`src/rtl/u712_dma_cycle.sv`:
```
// Chip RAM DMA cycle tracker: follows the asynchronous Agnus strobes, requests an SDRAM slot
// once a column strobe shows up, and holds the lane strobes and direction steady for the
// byte enable block until the cycle ends.
module u712_dma_cycle (
    input  logic clk80_i,
    input  logic nreset_i,
    input  logic nras_i,
    input  logic ncasu_i,
    input  logic ncasl_i,
    input  logic ndben_i,
    input  logic anwe_i,
    input  logic dma_ack_i,
    output logic dma_cycle_o,
    output logic dma_ncasu_o,
    output logic dma_ncasl_o,
    output logic dma_ndben_o,
    output logic dma_rnw_o,
    output logic dma_req_o
);

    typedef enum logic [2:0] {StIdle, StRas, StCas, StReq, StDone} state_e;

    // Bundled strobes: {nras, ncasu, ncasl, ndben, anwe}
    logic [4:0] sync1_q, sync2_q;
    logic       nras_s, ncasu_s, ncasl_s, ndben_s, anwe_s;

    // flush_q[1] goes high once stage 2 holds a real pin sample instead of its reset value
    logic [1:0] flush_q;
    logic       armed_q, armed_d;
    logic [3:0] cnt_q, cnt_d;
    state_e     state_q, state_d;
    // Latched {ncasu, ncasl, ndben, rnw}
    logic [3:0] lanes_q, lanes_d;

    assign {nras_s, ncasu_s, ncasl_s, ndben_s, anwe_s} = sync2_q;

    // Two-flop synchronizers, idle-high on reset
    always_ff @(posedge clk80_i or negedge nreset_i) begin
        if (!nreset_i) begin
            sync1_q <= '1;
            sync2_q <= '1;
            flush_q <= '0;
        end else begin
            sync1_q <= {nras_i, ncasu_i, ncasl_i, ndben_i, anwe_i};
            sync2_q <= sync1_q;
            flush_q <= {flush_q[0], 1'b1};
        end
    end

    // Next-state logic for the cycle FSM, arming flag, RAS wait counter and lane latches
    always_comb begin
        state_d = state_q;
        cnt_d   = cnt_q;
        armed_d = armed_q;
        lanes_d = lanes_q;

        // Only arm on a genuine high nRAS so a cycle already in flight at reset is skipped
        if (flush_q[1] && nras_s) begin
            armed_d = 1'b1;
        end

        case (state_q)
            StIdle: begin
                if (armed_q && !nras_s) begin
                    state_d = StRas;
                    cnt_d   = 4'd0;
                end
            end
            StRas: begin
                if (!ncasu_s || !ncasl_s) begin
                    state_d = StCas;
                    lanes_d = {ncasu_s, ncasl_s, ndben_s, anwe_s};
                end else if (nras_s) begin
                    state_d = StIdle;
                end else if (cnt_q == 4'd15) begin
                    // Timed out with nRAS still low: wait for nRAS high before re-entering
                    state_d = StIdle;
                    armed_d = 1'b0;
                end else begin
                    cnt_d = cnt_q + 4'd1;
                end
            end
            StCas: begin
                // Late-arriving lanes join the active set (active-low, so AND)
                state_d      = StReq;
                lanes_d[3:1] = lanes_q[3:1] & {ncasu_s, ncasl_s, ndben_s};
            end
            StReq: begin
                if (dma_ack_i) begin
                    state_d = StDone;
                end else if (nras_s) begin
                    state_d = StIdle;
                end
            end
            StDone: begin
                if (nras_s) begin
                    state_d = StIdle;
                end
            end
            default: state_d = StIdle;
        endcase

        if (state_d == StIdle) begin
            lanes_d = '1;
        end
    end

    // State registers
    always_ff @(posedge clk80_i or negedge nreset_i) begin
        if (!nreset_i) begin
            state_q <= StIdle;
            cnt_q   <= 4'd0;
            armed_q <= 1'b0;
            lanes_q <= '1;
        end else begin
            state_q <= state_d;
            cnt_q   <= cnt_d;
            armed_q <= armed_d;
            lanes_q <= lanes_d;
        end
    end

    // Outputs decode straight from registered state so reset clears them at once
    always_comb begin
        dma_cycle_o = (state_q == StCas) || (state_q == StReq) || (state_q == StDone);
        dma_req_o   = (state_q == StReq);
        {dma_ncasu_o, dma_ncasl_o, dma_ndben_o, dma_rnw_o} = lanes_q;
    end

endmodule

```
`config.mk`:
```
export PLATFORM = sky130hd
export DESIGN_NAME = u712_dma_cycle
export DESIGN_NICKNAME = d
export VERILOG_FILES = /design/src/rtl/u712_dma_cycle.sv
export SDC_FILE = /design/constraint.sdc
export NUM_CORES = 1
export LEC_CHECK = 0
export ABC_AREA = 1
export CAP_MARGIN = 30
export CORE_UTILIZATION = 56
export CTS_CLUSTER_SIZE = 40
export DETAILED_ROUTE_END_ITERATION = 8
export PLACE_DENSITY = 0.81
export SYNTH_ARGS = -nofsm -noshare
export SYNTH_HDL_FRONTEND = slang
export SYNTH_SLANG_ARGS = --single-unit
```
`constraint.sdc`:
```
create_clock -name clk80_i -period 1.85 [get_ports clk80_i]
set_input_delay 0.2775 -clock clk80_i [delete_from_list [all_inputs] [get_ports clk80_i]]
set_output_delay 0.2775 -clock clk80_i [all_outputs]
set_load 0.02 [all_outputs]
```
; Word level (Yosys, flattened, before mapping)
; Index checks and enable logic that the tools add are counted.
[op_classes]
bitwise = 1
mux = 21
n_reduce_logical = 17
eq_ne = 10
n_addsub = 1
[op_table]
columns = cell, count
row1 = 4-bit two-way mux, 6
row2 = 3-bit two-way mux, 6
row3 = 3-bit one-hot mux with 5 select lines, 1
row4 = 2-bit != test (second input constant), 4
row5 = 4-bit one-hot mux with 2 select lines, 1
row6 = 3-bit by 2-bit == test with 1-bit output (second input constant), 2
row7 = 3-bit logical NOT, 2
row8 = 1-bit two-way mux, 6
row9 = 3-bit one-hot mux with 2 select lines, 1
row10 = 2-bit nonzero test, 3
row11 = 5-bit AND reduction, 1
row12 = 4-bit by 1-bit adder with 4-bit output (second input constant), 1
row13 = 4-bit == test (second input constant), 1
row14 = 2-bit AND reduction, 2
row15 = 3-bit bitwise AND, 1
row16 = 3-bit by 1-bit == test with 1-bit output (second input constant), 1
row17 = 3-bit == test (second input constant), 1
row18 = 1-bit logical NOT, 3
row19 = 1-bit logical OR, 3
row20 = 3-bit != test (second input constant), 1
row21 = 3-bit nonzero test, 1
row22 = 1-bit logical AND, 2
[totals]
regBits = 24
in_bits = 8
output_inout_bits = 6
wordCells = 58

; Logic depth before layout (Yosys ltp)
[depth]
depth_word = 8
depth_mapped = 7
mapped_depth_nobuf = 7

; Least setup slack after synthesis
; No wires, ideal clock.
[synth_timing]
path_kind = register to register
from = reg cnt_q[0]
to = reg lanes_q[0]
t_required_ns = 1.771
slack_ns = 0.665
setup_ns = 0.079
t_arrival_ns = 1.107
period_less_slack_ns = 1.185
path_stages_with_launch = 8
path_cell_list = dfrtp_1 > ha_1 > nand3_1 > nand3_1 > nor2_2 > nor2_2 > nand2_2 > nand2_1
[synth_between]
elab_chain_cells = 8
[synth_lines]
columns = element, line
row1 = from (decl), 30  ; logic [3:0] cnt_q, cnt_d;
row2 = from (signal assigned), 117  ; cnt_q <= cnt_d;
row3 = 4-bit == test (*), 75  ; end else if (cnt_q == 4'd15) begin
row4 = 3-bit two-way mux (*), 75
row5 = 3-bit two-way mux (*), 73  ; end else if (nras_s) begin
row6 = 3-bit two-way mux (*), 70  ; if (!ncasu_s || !ncasl_s) begin
row7 = 3-bit one-hot mux with 5 select lines (*), 62  ; case (state_q)
row8 = 3-bit logical NOT (*), 103  ; if (state_d == StIdle) begin
row9 = 2-bit nonzero test (no line), --
row10 = 2-bit AND reduction (no line), --
row11 = to (signal assigned), 119  ; lanes_q <= lanes_d;
row12 = to (decl), 33  ; logic [3:0] lanes_q, lanes_d;
; Every way passes the cells marked *; elsewhere a longest branch is shown, timed or not.
; A chain may end at the register's enable or synchronous reset.

; Worst setup path in the final report
[layout_timing]
from = reg lanes_q[0]
to = out dma_rnw_o
[layout_lines]
columns = element, line
row1 = to (decl), 17  ; output logic dma_rnw_o,
; No word-level cell between the ends.

==> results.yml <==
outcome:
  run_status: "finished clean"
die:
  die_h_um: 44.3
  num_io_pins: 14
  initial_core_util_pct: 63.0
  die_w_um: 44.3
  rows: 14
  core_area_um2: 1590
  dieArea_um2: 1970
critical_path:
  cp_slowest_cell: "clkdlybuf4s50_1"
  crit-reg2reg-launch: "cnt_q[0]$_DFFE_PN0P_"
  reg2reg_depth: 7
  end_kind: "output port"
  critPathMaxStageDelay_ps: 590
  timing.rr.end: "cnt_q[1]$_DFFE_PN0P_"
  critPathTopFamily: "buffers and inverters"
  crit_chain: "clkdlybuf4s50_1"
  criticalPathCategory: "flop to output port"
  critPathArrivalTime_ps: 1450
  reg2reg_slack_ps: 500
  worstPathRequired_ps: 1570
  cp_max_fo: 2
  crit_buf_inv: 1
  critPathLaunchType: "flop"
pwr:
  max-vdd-ir-drop_mv: 0.880
  p_comb_share_pct: 36.8
  pwr-share-seq_pct: 44.0
  p_leak_nw: 0.587
  clkPwrFrac_pct: 19.2
  swShare_pct: 36.7
  p_switching_w: 0.000602
  p_int_w: 0.00104
  pwr_density_cell_nw_per_um2: 1340
clock_network:
  clock_path_buffers: 2
  ctsHoldBuffers: 0
  post-cts-setup-buffers: 0
  clk_latency_ps: 300
  clk_pin_slew_ps: 130
  cts_resized: 4
  cts-root-buf: "clkbuf_4"
  htree_levels: 1
  cts_tree: "done"
  numClockSinks: 24
  cts_buffers: 3
logic_synthesis:
  ys_types: 19
  yosysTopAreaCellShare_pct: 36.7
  netlist_area_um2: 1000
  ys_seq_elements: 24
  synth_most_common_cell: "nand2_1"
  synth_top_cell_by_area: "dfstp_2"
  netlist_top_cells_area: "dfstp_2, dfrtp_1, nand2_1"
  ys_seq_area_share_pct: 61.6
  synth_commonest_cells: "nand2_1, dfstp_2, inv_1"
  synth.avg_cell_area_um2: 9.56
  async_flop_share_pct: 100
  synth_warnings: 0
  syn_inst: 105
  postSynthNetCount: 114
  synthFlopType: "dfstp_2"
  synth_edf_count: 0
layout:
  drive_above_1_share_pct: 29.3
  final.fill_count: 120
  seq_area_um2: 619
  area_delta_synth_final_pct: 21.6
  final_nets: 133
  diodes: 0
  multiInputGateArea_um2: 324
sta:
  whs_ps: 312
  fin_worst_skew_ps: 3.93
  post-route-period-util_pct: 93.2
  rsz0062_at_grt: "no"
  finalHoldViolations: 0
  max_freq_ghz: 0.580
  tns_ps: 0
  final_max_slew_viol_count: 0
  setup_viol: 0
  min_period_ps: 1720
global_route:
  antenna_found_initial: 0
  grtUsageTotal_pct: 19.4
  grt_pass1_vias: 651
  grt_pass1_wl_um: 2720
  gr-total-overflow: 0
  grt_start_max_net_pins: 25
worst_hold_path:
  hold_class: "input pin to asynchronous set/reset pin"
placed_design:
  portBuffers: 13
  gp_congestion: 0.753
  dp_hpwl_um: 1190
drt:
  wl_um: 1590
  first_pass_iters: 4
  wl_per_cell_um: 10.8
  num_vias: 689
  ant_nets: 0
  detail_route.vias_per_cell: 4.69
  drc: 0
  first_iter_violations: 17
run:
  maxCapViolations: 0
-- cells by family (layout without fill, tap and decap cells) --
group                    Yosys count  after routing  synth area share (%)
AND/OR/NAND/NOR                   53             53                  25.2
flip-flops                        24             24                  61.6
other                              1              1                 0.374
adder cells (fa/ha/maj)            1              1                  1.25
buffers and inverters             17             35                  6.36
AO/OA/AOI/OAI                      9              9                  5.24
-- routing by layer --
metal  vias up  track usage, %  share of wire (%)
met5         -               0                  0
met4         0            3.64                  0
met3         0            6.12                5.8
met2        23            30.0                 46
met1       312            27.5                 48
li1        354               -                  -
-- layout by cell type (no fill, tap or decap) --
cell and n:
a21oi_1 2, buf_4 1, clkbuf_16 1, clkbuf_4 3, clkdlybuf4s50_1 11, conb_1 1
dfrtp_1 9, dfrtp_2 1, dfstp_2 14, dlygate4sd2_1 2, ha_1 1, inv_1 14
inv_2 3, nand2_1 26, nand2_2 2, nand3_1 7, nand3_2 2, nand4_1 1
nor2_1 4, nor2_2 6, o21ai_0 1, o21ai_1 4, o21ai_2 2, or2_1 4
or2_2 1
-- sequential cells by signal (all words and copies together) (netlist names) --
register  cells
lanes_q       4
sync1_q       5
state_q       3
armed_q       1
flush_q       2
sync2_q       5
cnt_q         4
-- worst max path at each step --
stage / from / endpoint / depth (start not counted)
floorplan: cnt_q[0]$_DFFE_PN0P_ / lanes_q[0]$_DFFE_PN1P_ / 7
global placement: state_q[0]$_DFF_PN0_ / dma_cycle_o / 4
detailed placement: state_q[0]$_DFF_PN0_ / dma_cycle_o / 4
CTS: lanes_q[2]$_DFFE_PN1P_ / dma_ncasl_o / 1
global route: state_q[0]$_DFF_PN0_ / dma_cycle_o / 4
finish: lanes_q[0]$_DFFE_PN1P_ / dma_rnw_o / 1
-- per-stage QoR --
stage | setup WS, ps | util, % | total power (W) | instances | cell area (um^2)
floorplan | 665 | - | 0.00114 | 105 | 1000
global placement | 208 | 73.5 | 0.00132 | 143 | 1170
detailed placement | 163 | 73.5 | 0.00134 | 143 | 1170
CTS | 112 | 76.5 | 0.00166 | 147 | 1220
global route | 49.2 | 76.5 | 0.00177 | 147 | 1220
finish | 125 | 76.5 | 0.00164 | 147 | 1220
-- cell type report --
cell class | count | area share (%)
Sequential cell | 24 | 50.8
Tap cell | 24 | 2.46
Timing Repair Buffer | 14 | 11.1
Inverter | 17 | 5.23
Clock buffer | 4 | 3.90
Multi-Input combinational cell | 64 | 26.6
-- power groups by stage --
stage                     Sequential [W]  Combinational (W)  Clock [W]
after floorplan                 0.000753           0.000388          0
after global placement          0.000717           0.000606          0
after detailed placement        0.000727           0.000618          0
after CTS                       0.000723           0.000608   0.000325
after global routing            0.000734           0.000689   0.000346
final                           0.000722           0.000603   0.000316
(Power assumes the default switching activity.)
